==> src/rtl/wl_plane_sched_if.sv <==
// wl_plane_sched_if: control, bitmap and DAC/CIM handshake bundle for the word-line plane scheduler
interface wl_plane_sched_if #(
    parameter int NUM_INPUTS = 64,
    parameter int PLANE_BITS = 8
);
    logic                               start;
    logic                               abort;
    logic [NUM_INPUTS*PLANE_BITS-1:0]   in_vec;
    logic [NUM_INPUTS-1:0]              wl_bitmap;
    logic                               wl_valid_pulse;
    logic                               dac_done_pulse;
    logic                               cim_start_pulse;
    logic                               cim_done_pulse;
    logic [3:0]                         plane_idx;
    logic                               busy;
    logic                               done_pulse;
    logic                               err_timeout;
    modport master (
        output start, abort, in_vec, dac_done_pulse, cim_done_pulse,
        input  wl_bitmap, wl_valid_pulse, cim_start_pulse, plane_idx, busy, done_pulse, err_timeout
    );
    modport slave (
        input  start, abort, in_vec, dac_done_pulse, cim_done_pulse,
        output wl_bitmap, wl_valid_pulse, cim_start_pulse, plane_idx, busy, done_pulse, err_timeout
    );
endinterface

==> src/rtl/wl_plane_sched.sv <==
// wl_plane_sched: issues bit-planes MSB-first to DAC then CIM with watchdog; WL_SCHED_SKIP_ZERO_EN skips all-zero planes
module wl_plane_sched #(
    parameter int NUM_INPUTS     = 64,
    parameter int PLANE_BITS     = 8,
    parameter int TIMEOUT_CYCLES = 1024
) (
    input logic             clk,
    input logic             rst,
    wl_plane_sched_if.slave bus
);
    typedef enum logic [2:0] {IDLE, ISSUE, WAIT_DAC, WAIT_CIM, DONE} state_t;
    state_t                           state_q, state_d;
    logic [NUM_INPUTS*PLANE_BITS-1:0] vec_q, vec_d;
    logic [NUM_INPUTS-1:0]            bitmap_q, bitmap_d, plane_bits;
    logic [PLANE_BITS-1:0]            plane_sel;
    logic [3:0]                       idx_q, idx_d;
    logic [15:0]                      wd_q, wd_d;
    logic                             wl_valid_q, wl_valid_d, cim_start_q, cim_start_d;
    logic                             done_q, done_d, err_q, err_d, wd_hit;
    assign plane_sel = PLANE_BITS'(1) << idx_q;
    assign wd_hit    = wd_q == 16'(TIMEOUT_CYCLES - 1);
    always_comb begin
        plane_bits = '0;
        for (int i = 0; i < NUM_INPUTS; i++)
            plane_bits[i] = |(vec_q[i*PLANE_BITS +: PLANE_BITS] & plane_sel);
    end
    always_comb begin
        state_d     = state_q;
        vec_d       = vec_q;
        bitmap_d    = bitmap_q;
        idx_d       = idx_q;
        wd_d        = wd_q;
        err_d       = err_q;
        wl_valid_d  = 1'b0;
        cim_start_d = 1'b0;
        done_d      = 1'b0;
        // abort outranks any done input seen in the same cycle
        if (state_q != IDLE && bus.abort) begin
            state_d = IDLE;
        end else begin
            case (state_q)
                IDLE: if (bus.start) begin
                    vec_d   = bus.in_vec;
                    idx_d   = 4'(PLANE_BITS - 1);
                    err_d   = 1'b0;
                    state_d = ISSUE;
                end
                ISSUE: begin
                    bitmap_d = plane_bits;
`ifdef WL_SCHED_SKIP_ZERO_EN
                    if (plane_bits == '0) begin
                        state_d = idx_q == 4'd0 ? DONE : ISSUE;
                        idx_d   = idx_q == 4'd0 ? idx_q : idx_q - 4'd1;
                    end else begin
                        wl_valid_d = 1'b1;
                        wd_d       = '0;
                        state_d    = WAIT_DAC;
                    end
`else
                    wl_valid_d = 1'b1;
                    wd_d       = '0;
                    state_d    = WAIT_DAC;
`endif
                end
                WAIT_DAC: if (bus.dac_done_pulse) begin
                    cim_start_d = 1'b1;
                    wd_d        = '0;
                    state_d     = WAIT_CIM;
                end else if (wd_hit) begin
                    err_d   = 1'b1;
                    state_d = IDLE;
                end else begin
                    wd_d = wd_q + 16'd1;
                end
                WAIT_CIM: if (bus.cim_done_pulse) begin
                    state_d = idx_q == 4'd0 ? DONE : ISSUE;
                    idx_d   = idx_q == 4'd0 ? idx_q : idx_q - 4'd1;
                end else if (wd_hit) begin
                    err_d   = 1'b1;
                    state_d = IDLE;
                end else begin
                    wd_d = wd_q + 16'd1;
                end
                DONE: begin
                    done_d  = 1'b1;
                    state_d = IDLE;
                end
                default: state_d = IDLE;
            endcase
        end
    end
    always_ff @(posedge clk or posedge rst) begin
        if (rst) begin
            state_q     <= IDLE;
            vec_q       <= '0;
            bitmap_q    <= '0;
            idx_q       <= '0;
            wd_q        <= '0;
            err_q       <= 1'b0;
            wl_valid_q  <= 1'b0;
            cim_start_q <= 1'b0;
            done_q      <= 1'b0;
        end else begin
            state_q     <= state_d;
            vec_q       <= vec_d;
            bitmap_q    <= bitmap_d;
            idx_q       <= idx_d;
            wd_q        <= wd_d;
            err_q       <= err_d;
            wl_valid_q  <= wl_valid_d;
            cim_start_q <= cim_start_d;
            done_q      <= done_d;
        end
    end
    assign bus.wl_bitmap       = bitmap_q;
    assign bus.wl_valid_pulse  = wl_valid_q;
    assign bus.cim_start_pulse = cim_start_q;
    assign bus.plane_idx       = idx_q;
    assign bus.busy            = state_q != IDLE;
    assign bus.done_pulse      = done_q;
    assign bus.err_timeout     = err_q;
endmodule

==> src/flat_wrapper.sv <==
// flat-port wrapper written by rule: the top's interface ports become plain ports
module wl_plane_sched_flat 
#(
    parameter int NUM_INPUTS     = 64,
    parameter int PLANE_BITS     = 8,
    parameter int TIMEOUT_CYCLES = 1024
)
  (clk, rst, bus_start, bus_abort, bus_in_vec, bus_dac_done_pulse, bus_cim_done_pulse, bus_wl_bitmap, bus_wl_valid_pulse, bus_cim_start_pulse, bus_plane_idx, bus_busy, bus_done_pulse, bus_err_timeout);
  wl_plane_sched_if #(.NUM_INPUTS(NUM_INPUTS), .PLANE_BITS(PLANE_BITS)) bus_i ();
  input logic clk;
  input logic rst;
  input wire logic [$bits(bus_i.start)-1:0] bus_start;
  input wire logic [$bits(bus_i.abort)-1:0] bus_abort;
  input wire logic [$bits(bus_i.in_vec)-1:0] bus_in_vec;
  input wire logic [$bits(bus_i.dac_done_pulse)-1:0] bus_dac_done_pulse;
  input wire logic [$bits(bus_i.cim_done_pulse)-1:0] bus_cim_done_pulse;
  output wire logic [$bits(bus_i.wl_bitmap)-1:0] bus_wl_bitmap;
  output wire logic [$bits(bus_i.wl_valid_pulse)-1:0] bus_wl_valid_pulse;
  output wire logic [$bits(bus_i.cim_start_pulse)-1:0] bus_cim_start_pulse;
  output wire logic [$bits(bus_i.plane_idx)-1:0] bus_plane_idx;
  output wire logic [$bits(bus_i.busy)-1:0] bus_busy;
  output wire logic [$bits(bus_i.done_pulse)-1:0] bus_done_pulse;
  output wire logic [$bits(bus_i.err_timeout)-1:0] bus_err_timeout;
  assign bus_i.start = bus_start;
  assign bus_i.abort = bus_abort;
  assign bus_i.in_vec = bus_in_vec;
  assign bus_i.dac_done_pulse = bus_dac_done_pulse;
  assign bus_i.cim_done_pulse = bus_cim_done_pulse;
  assign bus_wl_bitmap = bus_i.wl_bitmap;
  assign bus_wl_valid_pulse = bus_i.wl_valid_pulse;
  assign bus_cim_start_pulse = bus_i.cim_start_pulse;
  assign bus_plane_idx = bus_i.plane_idx;
  assign bus_busy = bus_i.busy;
  assign bus_done_pulse = bus_i.done_pulse;
  assign bus_err_timeout = bus_i.err_timeout;
  wl_plane_sched #(.NUM_INPUTS(NUM_INPUTS), .PLANE_BITS(PLANE_BITS), .TIMEOUT_CYCLES(TIMEOUT_CYCLES)) u_core (.clk(clk), .rst(rst), .bus(bus_i));
endmodule
==> config.mk <==
export PLATFORM = sky130hd
export DESIGN_NAME = wl_plane_sched_flat
export DESIGN_NICKNAME = d
export VERILOG_FILES = /design/src/rtl/wl_plane_sched_if.sv /design/src/rtl/wl_plane_sched.sv /design/src/flat_wrapper.sv
export SDC_FILE = /design/constraint.sdc
export NUM_CORES = 1
export LEC_CHECK = 0
export ABC_AREA = 1
export CORE_UTILIZATION = 46
export DETAILED_ROUTE_END_ITERATION = 8
export GPL_ROUTABILITY_DRIVEN = 0
export PLACE_DENSITY = 0.73
export SLEW_MARGIN = 40
export SYNTH_ARGS = -nofsm -noshare
export SYNTH_HDL_FRONTEND = slang
export SYNTH_SLANG_ARGS = --single-unit
export TNS_END_PERCENT = 10
==> constraint.sdc <==
create_clock -name clk -period 18.4 [get_ports clk]
set_input_delay 1.84 -clock clk [delete_from_list [all_inputs] [get_ports clk]]
set_output_delay 1.84 -clock clk [all_outputs]
set_load 0.005 [all_outputs]
# Word level (Yosys, flattened, before mapping)
# Cells that the tools add are included.
# Widths: inputs -> output; s select.
[op_classes]
n_addsub = 2
eq_ne = 11
n_shift = 1
mux = 27
n_bitwise = 65
reduce_logical = 76
[op_table]
columns = ["op", "count"]
rows = [
  ["$and 8x8->8", 64],
  ["$reduce_or 8->1", 64],
  ["$mux 16", 3],
  ["$pmux 16 s3", 1],
  ["$mux 3", 6],
  ["$add 16x1->16 const B", 1],
  ["$eq 16x10->1 const B", 1],
  ["$mux 4", 3],
  ["$pmux 3 s4", 1],
  ["$mux 1", 11],
  ["$ne 2x2->1 const B", 5],
  ["$reduce_and 5->1", 2],
  ["$reduce_bool 3->1", 3],
  ["$pmux 4 s2", 1],
  ["$shl 1x4->8 const A", 1],
  ["$eq 3x2->1 const B", 2],
  ["$reduce_and 3->1", 2],
  ["$logic_not 4->1", 1],
  ["$sub 4x1->4 const B", 1],
  ["$eq 3x1->1 const B", 1],
  ["$eq 3x3->1 const B", 1],
  ["$logic_not 3->1", 1],
  ["$ne 3x2->1 const B", 1],
  ["$pmux 1 s3", 1],
  ["other kinds (4)", 4],
]
[totals]
regBits = 603
wordCells = 191

# Longest topological paths before layout
[logic_depth]
depth_word = 5
ltp_mapped = 13
ltp_nobuf = 10

# Worst setup path after synthesis
# No wires, ideal clock.
[synth_path]
path_kind = "input-to-reg"
startpoint = "input bus_abort"
endpoint = "register u_core.wd_q[13]"
arrival_time_ns = 2.746
slack_ns = 15.534
path_stages = 7
n_path_buf = 1
cell_sequence = "nor2_1 -> nand2_1 -> nor2_2 -> buf_2 -> nand4_1 -> nor3_1 -> nor2_1"
[synth_via]
elab_chain_cells = 3
[synth_rtl]
columns = ["element", "line", "text"]
rows = [
  ["from (decl)", "flat_wrapper.sv:13", "input wire logic [$bits(bus_i.abort)-1:0] bus_abort;"],
  ["$logic_and 1x1->1", "wl_plane_sched.sv:38", "if (state_q != IDLE && bus.abort) begin"],
  ["$not 1->1 (no line)", "n/a", ""],
  ["$reduce_and 3->1 (no line)", "n/a", ""],
  ["to (signal assigned)", "wl_plane_sched.sv:108", "wd_q <= wd_d;"],
  ["to (decl)", "wl_plane_sched.sv:17", "logic [15:0] wd_q, wd_d;"],
]
# Every way passes these cells.
# A chain may end at the register's enable or synchronous reset.

# Final worst setup path
[layout_path]
startpoint = "input bus_abort"
endpoint = "register u_core.vec_q[152]"
[layout_via]
elab_chain_cells = 3
[layout_rtl]
columns = ["element", "line", "text"]
rows = [
  ["$logic_and 1x1->1", "wl_plane_sched.sv:38", ""],
  ["$not 1->1 (no line)", "n/a", ""],
  ["$reduce_and 3->1 (no line)", "n/a", ""],
  ["to (signal assigned)", "wl_plane_sched.sv:105", "vec_q <= vec_d;"],
  ["to (decl)", "wl_plane_sched.sv:13", "logic [NUM_INPUTS*PLANE_BITS-1:0] vec_q, vec_d;"],
]
# Every way passes these cells.

==> metrics.md <==
| Metric | Value |
|---|---|
| # Max-Cap Violations | 0 |
| FILL cells | 4,846 |
| TritonCTS clock tree | yes |
| Mapped cell area | 26,600 um^2 |
| Setup violators final | 0 |
| Ys async rst share | 100% |
| Ratio of cells with drive above 1 in the final layout | 4.00% |
| Clock Power Share | 22.2% |
| Hold crit path type | register to register |
| Initial Util | 46.9% |
| Area growth syn-to-layout | 32.2% |
| Cells after synthesis | 3,176 |
| Period utilisation layout | 29.6% |
| Largest net degree at the start of global routing | 152 |
| DRT iter0 DRCs | 1,798 |
| First-pass GRT wire length | 128 mm |
| Routed WL per cell | 18.3 um |
| Slew @ Worst Pin | 848 ps |
| I/O Pins | 591 |
| Met1 Usage GRT | 36.7% |
| Largest cells by area after synthesis | dfrtp_1 57%, nand2_1 12%, inv_1 7.7% |
| Int Pwr | 3.64 mW |
| Die extent in x | 242 um |
| Grt met3 use | 6.38% |
| Max-slew headroom | 43.2% |
| Critical Path End Type | register |
| CP startpoint kind | input pin |
| Final Hold Vio Count | 0 |
| DP HPWL | 53.9 mm |
| Die Ht | 242 um |
| Max incr delay on CP | 660 ps |
| Clk slew on worst S/H paths | 60 ps |
| # nets final | 4,208 |
| Clk_lat worst skew | 590 ps |
| CP max-delay cell | buf_6 |
| Status | finished clean |
| Synthesized area per cell | 8.37 um^2 |
| Remaining antenna violation count | 0 |
| Number of synthesized flops with an enable pin | 0 |
| Commonest non-fill, non-tap cell in the layout | nand2_1 |
| Clock Tree Root | clkbuf_16 |
| CP max FO | 151 |
| RSZ-0062 raised after global routing | false |
| Placed Instance Area | 32,900 um^2 |
| Via density | 5.15 |
| CORE AREA | 56,700 um^2 |
| Critical path arrival | 5860 ps |
| Final Critical Period | 5440 ps |
| CTS Hold Bufs | 0 |
| Sequential share of the synthesized area | 56.8% |
| Ys Warns | 0 |
| Sw frac | 39.5% |
| Final wirelength | 82.3 mm |
| Drt pass-1 iters | 7 |
| CTS H-Tree Depth | 3 |
| Row count | 87 |
| CTS max path bufs | 3 |
| Fin. max-slew vios | 0 |
| Die area | 58,800 um^2 |
| Bufs and invs on worst path | 6 |
| Netlist cell types | 32 |
| Design Area, Final | 35,100 um^2 |
| Sequential share of power | 35.8% |
| GRT Total Usage | 28.0% |
| TritonCTS buffer count | 66 |
| Setup CP Type | input pin to register |
| Port bufs | 590 |
| Most used routing layer | met2 |
| Final setup skew | 13.6 ps |
| Pleak | 16.5 nW |
| Synth area leader | dfrtp_1 |
| Main synth FF type | dfrtp_1 |
| Power per Cell Area | 171 nW/um^2 |
| VDD IR max | 113 uV |
| Yosys reg bits | 603 |
| Peak Freq | 0.184 GHz |
| Routed vias | 23,158 |
| Vias in the first global route | 22,800 |
| R2r setup slk | 13,400 ps |
| Setup_tns | 0 ps |
| CP required | 18,820 ps |
| CP cell instances | clkdlybuf4s50_1 > nand2_1 > o21ai_1 > inv_2 > nand2_4 > nor2_8 > buf_6 > buf_12 > buf_16 > buf_6 > o21ai_0 |
| GRT Residual Overflow | 0 |
| CP top delay family | buffers and inverters |
| Syn Nets | 3,700 |
| Initial antenna violation count | 26 |
| Post-CTS sizing | 0 |
| NetSw | 2.37 mW |
| GR Util met2 | 44.4% |
| # DRC | 0 |
| Cell repeated most along the worst path | buf_6 |
| Most frequent cells in the layout | 821 x nand2_1, 603 x dfrtp_1, 590 x clkdlybuf4s50_1 |
| Gate power share | 42.0% |
| Post-CTS Setup Bufs | 0 |
| Yosys top cell area share | 56.8% |
| Clk sinks | 603 |
-- metal layers --
metal / up-vias / wire length (um)
met1: 10952 / 34000
li1: 11077 / -
met5: - / 130
met2: 929 / 38300
met4: 20 / 2970
met3: 180 / 6940
-- synth_stat cells, types with 2 or more instances --
master / n
buf_2: 52
buf_6: 23
nand2_2: 2
ha_1: 6
nor3_1: 7
o21ai_1: 400
o21ai_0: 122
nor2_1: 175
inv_1: 545
clkbuf_1: 76
dfrtp_1: 603
inv_2: 4
buf_4: 23
xor2_1: 5
nand3_1: 17
o22ai_1: 256
a21oi_1: 7
buf_1: 4
nand2_1: 825
o21bai_1: 2
nor2_2: 2
nand4_1: 10
-- stage by stage --
step | power [mW] | instances | hold slack (ps) | setup WS, ps | util (%)
global route | 6.45 | 4498 | 499 | 12670 | 62.0
finish | 6.01 | 4498 | 477 | 12960 | 62.0
detailed placement | 4.66 | 4372 | 464 | 12500 | 58.1
floorplan | 3.96 | 3176 | 472 | 8330 | -
CTS | 6.02 | 4483 | 480 | 13090 | 61.9
global placement | 4.56 | 4366 | 460 | 12180 | 57.7
-- layout make-up --
cell class                 instances  area (um^2)  share of cell area [%]
sequential                       603        15100                    42.9
multi-input combinational       1845         8530                    24.3
timing repair buffer             618         6300                    17.9
inverter                         550         2070                    5.90
clock buffer                      98         1990                    5.65
tap                              756          946                    2.69
clock inverter                    13          179                   0.509
antenna                           15         37.5                   0.107
-- power groups by stage --
stage	Sequential (mW)	Combinational, mW	Clock (mW)
floorplan	2.14	1.83	0
global placement	2.14	2.41	0
detailed placement	2.16	2.49	0
CTS	2.15	2.52	1.35
global route	2.21	2.85	1.40
finish	2.15	2.53	1.33
-- cell families (layout without fill, tap and decap cells) --
group / after synthesis / count (layout) / synth area share [%]
XOR/XNOR: 5 / 5 / 0.165
flip-flops: 603 / 603 / 56.8
adder cells (fa/ha/maj): 6 / 6 / 0.282
other: 0 / 15 / 0
AO/OA/AOI/OAI: 791 / 791 / 16.2
AND/OR/NAND/NOR: 1043 / 1043 / 15.1
buffers and inverters: 728 / 1279 / 11.5
-- worst paths after layout --
| kind | startpoint | to | depth (start not counted) |
|---|---|---|---|
| min in group asynchronous | rst | u_core.vec_q[450] | 3 |
| min | u_core.bus.wl_bitmap[45] | u_core.bus.wl_bitmap[45] | 2 |
| min reg2reg | u_core.bus.wl_bitmap[45] | u_core.bus.wl_bitmap[45] | 2 |
| max in group asynchronous | rst | u_core.vec_q[191] | 7 |
| max reg2reg | u_core.bus.plane_idx[2] | u_core.vec_q[152] | 11 |
| max | bus_abort | u_core.vec_q[152] | 11 |
-- registers in the layout, indices dropped and copies added, names as in the netlist --
name	flops
u_core.bus.cim_start_pulse	1
u_core.bus.done_pulse	1
u_core.bus.err_timeout	1
u_core.bus.plane_idx	4
u_core.bus.wl_bitmap	64
u_core.bus.wl_valid_pulse	1
u_core.state_q	3
u_core.vec_q	512
u_core.wd_q	16
-- worst register-to-register path: cells and delay by family (launching register included) --
family                 cells  cell delay [ps]
and+or+nand+nor            6             1470
AOI/OAI and AO/OA          1              260
DFF                        1              610
buffers and inverters      4             2480
Note: power is estimated with default switching activity, not from simulation.
